`config.mk`:
```
export PLATFORM = sky130hd
export DESIGN_NAME = fetch_prefetch_unit
export DESIGN_NICKNAME = d
export VERILOG_FILES = /design/src/rtl/fetch_pkg.sv /design/src/rtl/fetch_queue.sv /design/src/rtl/fetch_prefetch_unit.sv
export SDC_FILE = /design/constraint.sdc
export NUM_CORES = 1
export LEC_CHECK = 0
export ABC_AREA = 0
export BUFFER_PORTS_ARGS = -buffer_cell sky130_fd_sc_hd__clkbuf_2
export CORE_MARGIN = 10
export CORE_UTILIZATION = 52
export CTS_CLUSTER_DIAMETER = 30
export DETAILED_ROUTE_END_ITERATION = 10
export PLACE_DENSITY = 0.77
export SETUP_SLACK_MARGIN = 0.3
export SYNTH_ARGS = -nofsm -noshare
export SYNTH_HDL_FRONTEND = slang
export SYNTH_SLANG_ARGS = --single-unit
```
`constraint.sdc`:
```
create_clock -name clock -period 6.7 [get_ports clock]
set_clock_uncertainty 0.2 [all_clocks]
set_input_delay 1.005 -clock clock [delete_from_list [all_inputs] [get_ports clock]]
set_output_delay 1.005 -clock clock [all_outputs]
set_load 0.01 [all_outputs]
```
`src/rtl/fetch_pkg.sv`:
```
// ============================================================================
// fetch_pkg
// Shared constants, queue entry type and width helper for the fetch unit.
// Revision: 1.0 - initial release
// ============================================================================
`default_nettype none

package fetch_pkg;

    localparam int PC_INCR = 4;
    localparam logic [31:0] DEFAULT_RESET_PC = 32'h0000_0000;

    typedef struct packed {
        logic [31:0] instr;
        logic [31:0] pc;
    } fetch_entry_t;

    function automatic int fetch_clog2(input int value);
        int width;
        width = 0;
        for (int i = 0; i < 31; i++) begin
            if ((1 << i) < value) begin
                width = i + 1;
            end
        end
        return width;
    endfunction

endpackage

`default_nettype wire

```
`src/rtl/fetch_queue.sv`:
```
// ============================================================================
// fetch_queue
// In-order circular FIFO of fetched instructions with flush and keep-second.
// Revision: 1.0 - initial release
// ============================================================================
`default_nettype none

module fetch_queue
    import fetch_pkg::*;
#(
    parameter int  DEPTH   = 4,
    parameter type entry_t = fetch_entry_t
) (
    input  logic                            clock,
    input  logic                            reset,
    input  logic                            push,
    input  entry_t                          push_entry,
    input  logic                            pop,
    input  logic                            flush,
    input  logic                            keep_second,
    output logic [fetch_clog2(DEPTH+1)-1:0] count,
    output entry_t                          head
);

    localparam int PTR_W = fetch_clog2(DEPTH);
    localparam int CNT_W = fetch_clog2(DEPTH + 1);

    entry_t             r_mem [DEPTH];
    logic [PTR_W-1:0]   r_rd;
    logic [PTR_W-1:0]   r_wr;
    logic [CNT_W-1:0]   r_count;
    logic [PTR_W-1:0]   w_wr_idx;

    // A push that coincides with a flush becomes the sole entry at slot 0.
    assign w_wr_idx = flush ? '0 : r_wr;

    always_ff @(posedge clock or posedge reset) begin
        if (reset) begin
            r_rd    <= '0;
            r_wr    <= '0;
            r_count <= '0;
        end else if (flush) begin
            r_rd    <= '0;
            r_wr    <= push ? PTR_W'(1) : '0;
            r_count <= push ? CNT_W'(1) : '0;
        end else if (keep_second) begin
            r_rd    <= r_rd + PTR_W'(1);
            r_wr    <= r_rd + PTR_W'(2);
            r_count <= CNT_W'(1);
        end else begin
            if (push) begin
                r_wr <= r_wr + PTR_W'(1);
            end
            if (pop) begin
                r_rd <= r_rd + PTR_W'(1);
            end
            r_count <= r_count + CNT_W'(push) - CNT_W'(pop);
        end
    end

    always_ff @(posedge clock) begin
        if (push) begin
            r_mem[w_wr_idx] <= push_entry;
        end
    end

    assign head  = r_mem[r_rd];
    assign count = r_count;

endmodule

`default_nettype wire

```
`src/rtl/fetch_prefetch_unit.sv`:
```
// ============================================================================
// fetch_prefetch_unit
// Credit-limited instruction prefetcher with redirect flush and IF/ID handshake.
// Optional: FETCH_DELAY_SLOT_EN preserves the MIPS branch delay slot.
// Revision: 1.0 - initial release
// ============================================================================
`default_nettype none

module fetch_prefetch_unit
    import fetch_pkg::*;
#(
    parameter int                    ADDR_WIDTH = 32,
    parameter int                    DATA_WIDTH = 32,
    parameter int                    DEPTH      = 4,
    parameter logic [ADDR_WIDTH-1:0] RESET_PC   = ADDR_WIDTH'(DEFAULT_RESET_PC)
) (
    input  logic                            clock,
    input  logic                            reset,
    input  logic                            redirect_valid,
    input  logic [ADDR_WIDTH-1:0]           redirect_pc,
    output logic                            mem_req_valid,
    output logic [ADDR_WIDTH-1:0]           mem_req_addr,
    input  logic                            mem_req_ready,
    input  logic                            mem_resp_valid,
    input  logic [DATA_WIDTH-1:0]           mem_resp_data,
    output logic                            id_valid,
    input  logic                            id_ready,
    output logic [DATA_WIDTH-1:0]           id_instruction,
    output logic [ADDR_WIDTH-1:0]           id_pc,
    output logic [ADDR_WIDTH-1:0]           id_pc_add_4,
    output logic [fetch_clog2(DEPTH+1)-1:0] occupancy
);

    localparam int CNT_W = fetch_clog2(DEPTH + 1);
    localparam logic [ADDR_WIDTH-1:0] c_pc_incr    = ADDR_WIDTH'(PC_INCR);
    localparam logic [ADDR_WIDTH-1:0] c_align_mask = ~ADDR_WIDTH'(3);
    localparam logic [CNT_W:0]        c_depth      = (CNT_W+1)'(DEPTH);

    typedef struct packed {
        logic [DATA_WIDTH-1:0] instr;
        logic [ADDR_WIDTH-1:0] pc;
    } entry_t;

    logic [ADDR_WIDTH-1:0] r_fetch_pc, r_resp_pc, w_fetch_pc_nxt, w_resp_pc_nxt;
    logic [ADDR_WIDTH-1:0] w_target;
    logic [CNT_W-1:0]      r_inflight, r_discard, w_inflight_nxt, w_discard_nxt;
    logic [CNT_W-1:0]      w_count, w_resp_cnt;
    logic [CNT_W:0]        w_credit_used;
    logic                  w_req_fire, w_pop, w_redirect, w_resp_live;
    logic                  w_q_push, w_q_flush, w_q_keep;
    entry_t                w_head, w_push_entry;

`ifdef FETCH_DELAY_SLOT_EN
    logic                  r_fetch_hold, r_resp_hold, w_fetch_hold_nxt, w_resp_hold_nxt;
    logic [ADDR_WIDTH-1:0] r_slot_target, w_slot_target_nxt;
`endif

    assign w_target      = redirect_pc & c_align_mask;
    assign w_credit_used = {1'b0, r_inflight} + {1'b0, w_count};
    assign mem_req_valid = !reset && !redirect_valid && (w_credit_used < c_depth);
    assign mem_req_addr  = r_fetch_pc;
    assign w_req_fire    = mem_req_valid && mem_req_ready;
    assign id_valid      = (w_count != '0);
    assign w_pop         = id_valid && id_ready;
    assign w_resp_live   = mem_resp_valid && (r_discard == '0);
    assign w_resp_cnt    = CNT_W'(mem_resp_valid);
    assign w_push_entry  = entry_t'({mem_resp_data, r_resp_pc});

    // Every response retires one outstanding fetch, whether kept or dropped.
    assign w_inflight_nxt = r_inflight + CNT_W'(w_req_fire) - w_resp_cnt;

`ifdef FETCH_DELAY_SLOT_EN
    assign w_redirect = redirect_valid && w_pop;
`else
    assign w_redirect = redirect_valid;
`endif

    always_comb begin
        w_q_push       = 1'b0;
        w_q_flush      = 1'b0;
        w_q_keep       = 1'b0;
        w_fetch_pc_nxt = r_fetch_pc;
        w_resp_pc_nxt  = r_resp_pc;
        w_discard_nxt  = r_discard;
`ifdef FETCH_DELAY_SLOT_EN
        w_fetch_hold_nxt  = r_fetch_hold;
        w_resp_hold_nxt   = r_resp_hold;
        w_slot_target_nxt = r_slot_target;
`endif
        if (w_redirect) begin
            // All outstanding fetches are stale; inflight already covers pending discards.
`ifdef FETCH_DELAY_SLOT_EN
            w_fetch_hold_nxt  = 1'b0;
            w_resp_hold_nxt   = 1'b0;
            w_slot_target_nxt = w_target;
            w_discard_nxt     = r_inflight - w_resp_cnt;
            if (w_count > CNT_W'(1)) begin
                w_q_keep       = 1'b1;
                w_fetch_pc_nxt = w_target;
                w_resp_pc_nxt  = w_target;
            end else if (w_resp_live) begin
                w_q_flush      = 1'b1;
                w_q_push       = 1'b1;
                w_fetch_pc_nxt = w_target;
                w_resp_pc_nxt  = w_target;
            end else if (r_inflight != r_discard) begin
                w_q_flush       = 1'b1;
                w_fetch_pc_nxt  = w_target;
                w_resp_hold_nxt = 1'b1;
                w_discard_nxt   = r_inflight - w_resp_cnt - CNT_W'(1);
            end else begin
                w_q_flush        = 1'b1;
                w_fetch_hold_nxt = 1'b1;
                w_resp_hold_nxt  = 1'b1;
            end
`else
            w_q_flush      = 1'b1;
            w_fetch_pc_nxt = w_target;
            w_resp_pc_nxt  = w_target;
            w_discard_nxt  = r_inflight - w_resp_cnt;
`endif
        end else begin
            w_q_push = w_resp_live;
            if (w_req_fire) begin
                w_fetch_pc_nxt = r_fetch_pc + c_pc_incr;
`ifdef FETCH_DELAY_SLOT_EN
                if (r_fetch_hold) begin
                    w_fetch_pc_nxt   = r_slot_target;
                    w_fetch_hold_nxt = 1'b0;
                end
`endif
            end
            if (w_resp_live) begin
                w_resp_pc_nxt = r_resp_pc + c_pc_incr;
`ifdef FETCH_DELAY_SLOT_EN
                if (r_resp_hold) begin
                    w_resp_pc_nxt   = r_slot_target;
                    w_resp_hold_nxt = 1'b0;
                end
`endif
            end
            if (mem_resp_valid && (r_discard != '0)) begin
                w_discard_nxt = r_discard - CNT_W'(1);
            end
        end
    end

    always_ff @(posedge clock or posedge reset) begin
        if (reset) begin
            r_fetch_pc <= RESET_PC;
            r_resp_pc  <= RESET_PC;
            r_inflight <= '0;
            r_discard  <= '0;
        end else begin
            r_fetch_pc <= w_fetch_pc_nxt;
            r_resp_pc  <= w_resp_pc_nxt;
            r_inflight <= w_inflight_nxt;
            r_discard  <= w_discard_nxt;
        end
    end

`ifdef FETCH_DELAY_SLOT_EN
    always_ff @(posedge clock or posedge reset) begin
        if (reset) begin
            r_fetch_hold  <= 1'b0;
            r_resp_hold   <= 1'b0;
            r_slot_target <= RESET_PC;
        end else begin
            r_fetch_hold  <= w_fetch_hold_nxt;
            r_resp_hold   <= w_resp_hold_nxt;
            r_slot_target <= w_slot_target_nxt;
        end
    end
`endif

    fetch_queue #(
        .DEPTH   (DEPTH),
        .entry_t (entry_t)
    ) u_queue (
        .clock       (clock),
        .reset       (reset),
        .push        (w_q_push),
        .push_entry  (w_push_entry),
        .pop         (w_pop),
        .flush       (w_q_flush),
        .keep_second (w_q_keep),
        .count       (w_count),
        .head        (w_head)
    );

    assign id_instruction = w_head.instr;
    assign id_pc          = w_head.pc;
    assign id_pc_add_4    = w_head.pc + c_pc_incr;
    assign occupancy      = w_count;

endmodule

`default_nettype wire

```
==> results.ini <==
[clock_network]
cts_tree=built
clk_pin_slew_ps=40
postCtsSetupBuffers=0
cts.sinks=321
clock_latency_ps=560
hold_buffers=0
cts_resized=0
htreeDepth=2
cts_inserted_buffers=56
cts_root_buffer=clkbuf_16
cts_buffer_depth=3

[outcome]
run_status=finished, final reports clean

[grt]
grtUsageTotal=0.183
grt_pass1_wl_um=49300
antenna_found_initial=0
grt.overflow.total=0
grt_max_degree=74
grt_pass1_vias=8850

[critical_path]
crit_fanout=37
critical_path_class=register to output port
cp-start-kind=register
crit_path_end_kind=output port
worstPathArrival_ps=3460
critPathRequiredTime_ps=5490

[die]
die_h_um=183
io-pin-count=203
core-area_mm2=0.0261
initial_core_util=0.530
die_area_mm2=0.0335
die_w_um=183
rows=59

[layout]
fillers=1843
areaGrowthSynthToFinish_pct=22.5
antenna_cells=0
design_area_mm2=0.0169
multi_input_area_mm2=0.00421
seq_area_mm2=0.00928
nNetsFinal=1197
layout-drive-gt1-share=0.323

[sta]
setup_viol_count_final=0
finalCriticalPeriod_ps=4670
holdWs_ps=356
worst_pin_slew_ps=967
slew_headroom=0.355
rsz0062_at_grt=false
fin_tns_setup_ps=0
report.final.hold_viol_count=0
final-max-slew-violation-count=0
timing.final.crit_share=0.697
fmax_mhz=214

[synth]
yosys_register_bits=321
synth_area_mm2=0.0138
synthArstFlopShare=0.227
netlist.top_cell.by_area=edfxtp_1
synth_top_area_share=0.539
synthDistinctLibCells=52
ys_seq_area_frac=0.672
ys_warn_count=0
synth_flop_cell=edfxtp_1
syn_area_per_cell_um2=15.5
synth_edf_count=248
synth_area_leaders=edfxtp_1 (54%), dfrtp_1 (13%), mux4_2 (8.6%)
postSynthCellCount=889

[power]
power.density_mw_per_mm2=378
vdd_ir_drop_max_v=0.000288
leakage_uw=0.00628

[place]
io_buffers=194
gp_congestion=0.875
placed_area_mm2=0.0151
dpl.hpwl_um=20000

[job]
drv_cap=0

[routing]
ant_nets=0
route.met3.wl_um=2530
avgViaCountPerCell=5.80
wirelength_um=31400
wl_met2_um=14900
dr_total_vias=8665
wl_per_cell_um=21.0
m1WireLength_um=13400
highest-signal-layer=met4
drtIter0Drc=576
drcViolationCount=0
dr.pass1.iters=5

[hold_path]
worstHoldPathType=register to register

-- sequential cells by signal, summed over array words and instances, names as in the netlist --
register,cells
u_queue.r_mem,248
mem_req_addr,30
r_resp_pc,30
r_discard,3
r_inflight,3
u_queue.count,3
u_queue.r_rd,2
u_queue.r_wr,2
-- path summary, 6_finish.rpt --
path                                              startpoint                            to  slack [ps]  cells after the start
worst max-delay path             u_queue.r_rd[0]$_DFFE_PP0P_               id_pc_add_4[30]        2030                      7
worst min-delay path            mem_req_addr[27]$_DFFE_PP0P_  mem_req_addr[27]$_DFFE_PP0P_         360                      1
worst max register to register    u_queue.count[2]$_DFF_PP0_       r_inflight[2]$_DFF_PP0_        3330                     11
worst min register to register  mem_req_addr[27]$_DFFE_PP0P_  mem_req_addr[27]$_DFFE_PP0P_         360                      1
max in group asynchronous                              reset   u_queue.r_rd[0]$_DFFE_PP0P_        5070                      3
min in group asynchronous                              reset       r_inflight[0]$_DFF_PP0_         530                      3
-- cell families (layout without fill, tap and decap cells) --
| family | after synthesis | count (layout) | synth area share |
|---|---|---|---|
| other | 1 | 6 | 0.000272 |
| AOI/OAI and AO/OA | 99 | 99 | 0.0438 |
| DFF | 321 | 321 | 0.672 |
| buffers and inverters | 78 | 344 | 0.0273 |
| and+or+nand+nor | 246 | 246 | 0.0961 |
| adders and majority gates | 15 | 15 | 0.0147 |
| xor gates and xnor gates | 66 | 66 | 0.0419 |
| muxes | 63 | 63 | 0.104 |
-- report_power, final --
part | leakage (uW) | switching [uW] | total (uW) | internal [uW]
clock network | 0.000888 | 1020 | 2680 | 1660
logic | 0.00226 | 654 | 1220 | 568
registers | 0.00313 | 196 | 2480 | 2290
total | 0.00628 | 1870 | 6380 | 4520
-- worst max-delay path, cell delays in order, from the launching register on --
cell and delay [ps]:
dfrtp_4 880, buf_4 590, mux4_2 660, and3_1 290, nand3_1 120, nor3_2 50
xor2_1 150, clkbuf_2 150
-- cells in the final DEF (no fill, tap or decap), drive strengths merged, types with 2 or more instances in the layout --
master / instances
o211ai: 11
bufinv: 2
or2: 2
a21oi: 5
mux4: 62
nor2: 29
o21ai: 52
nand3: 42
ha: 13
or3: 4
nand4: 21
nand3b: 2
and4: 9
and2: 10
clkinvlp: 6
o31ai: 2
nor4: 17
clkinv: 22
xor2: 33
and3: 18
or4: 4
a31oi: 12
a21o: 2
edfxtp: 248
dfrtp: 73
a41oi: 2
inv: 47
fa: 2
conb: 6
nand2: 71
o311ai: 12
nor3: 13
xnor2: 33
buf: 12
clkbuf: 255
-- routing by layer --
metal,global-route usage,vias to the layer above
met5,0,-
met4,0.0500,0
met3,0.0492,42
met2,0.283,362
met1,0.253,4344
li1,-,3917
-- metrics by stage --
step                cells  setup slack, ps   util  total power (uW)
floorplan             894             1850      -              3300
global placement     1389             2500  0.579              3730
detailed placement   1389             2510  0.579              3760
CTS                  1495             1880  0.649              6450
global route         1495             1740  0.649              6670
finish               1495             2030  0.649              6380
-- final cells by class --
cell class / instances / area share
tap: 335 / 0.0248
timing repair buffer: 206 / 0.0627
sequential: 321 / 0.549
clock inverter: 45 / 0.0226
clock buffer: 61 / 0.0852
multi-input combinational: 495 / 0.249
inverter: 32 / 0.00710
-- synthesized netlist by cell type (4+ instances only) --
cell type / number
a21oi_1: 5
a31oi_1: 12
and2_1: 10
and3_1: 18
and4_1: 9
buf_2: 5
buf_4: 9
clkbuf_1: 25
dfrtp_1: 73
edfxtp_1: 248
ha_1: 13
inv_1: 31
mux4_1: 9
mux4_2: 53
nand2_1: 70
nand3_1: 40
nand4_1: 21
nor2_1: 29
nor3_1: 5
nor3_2: 8
nor4_1: 16
o211ai_1: 11
o21ai_0: 52
o311ai_0: 11
or3_1: 4
or4_1: 4
xnor2_1: 33
xor2_1: 33
Power figures use the tool's default switching activity.
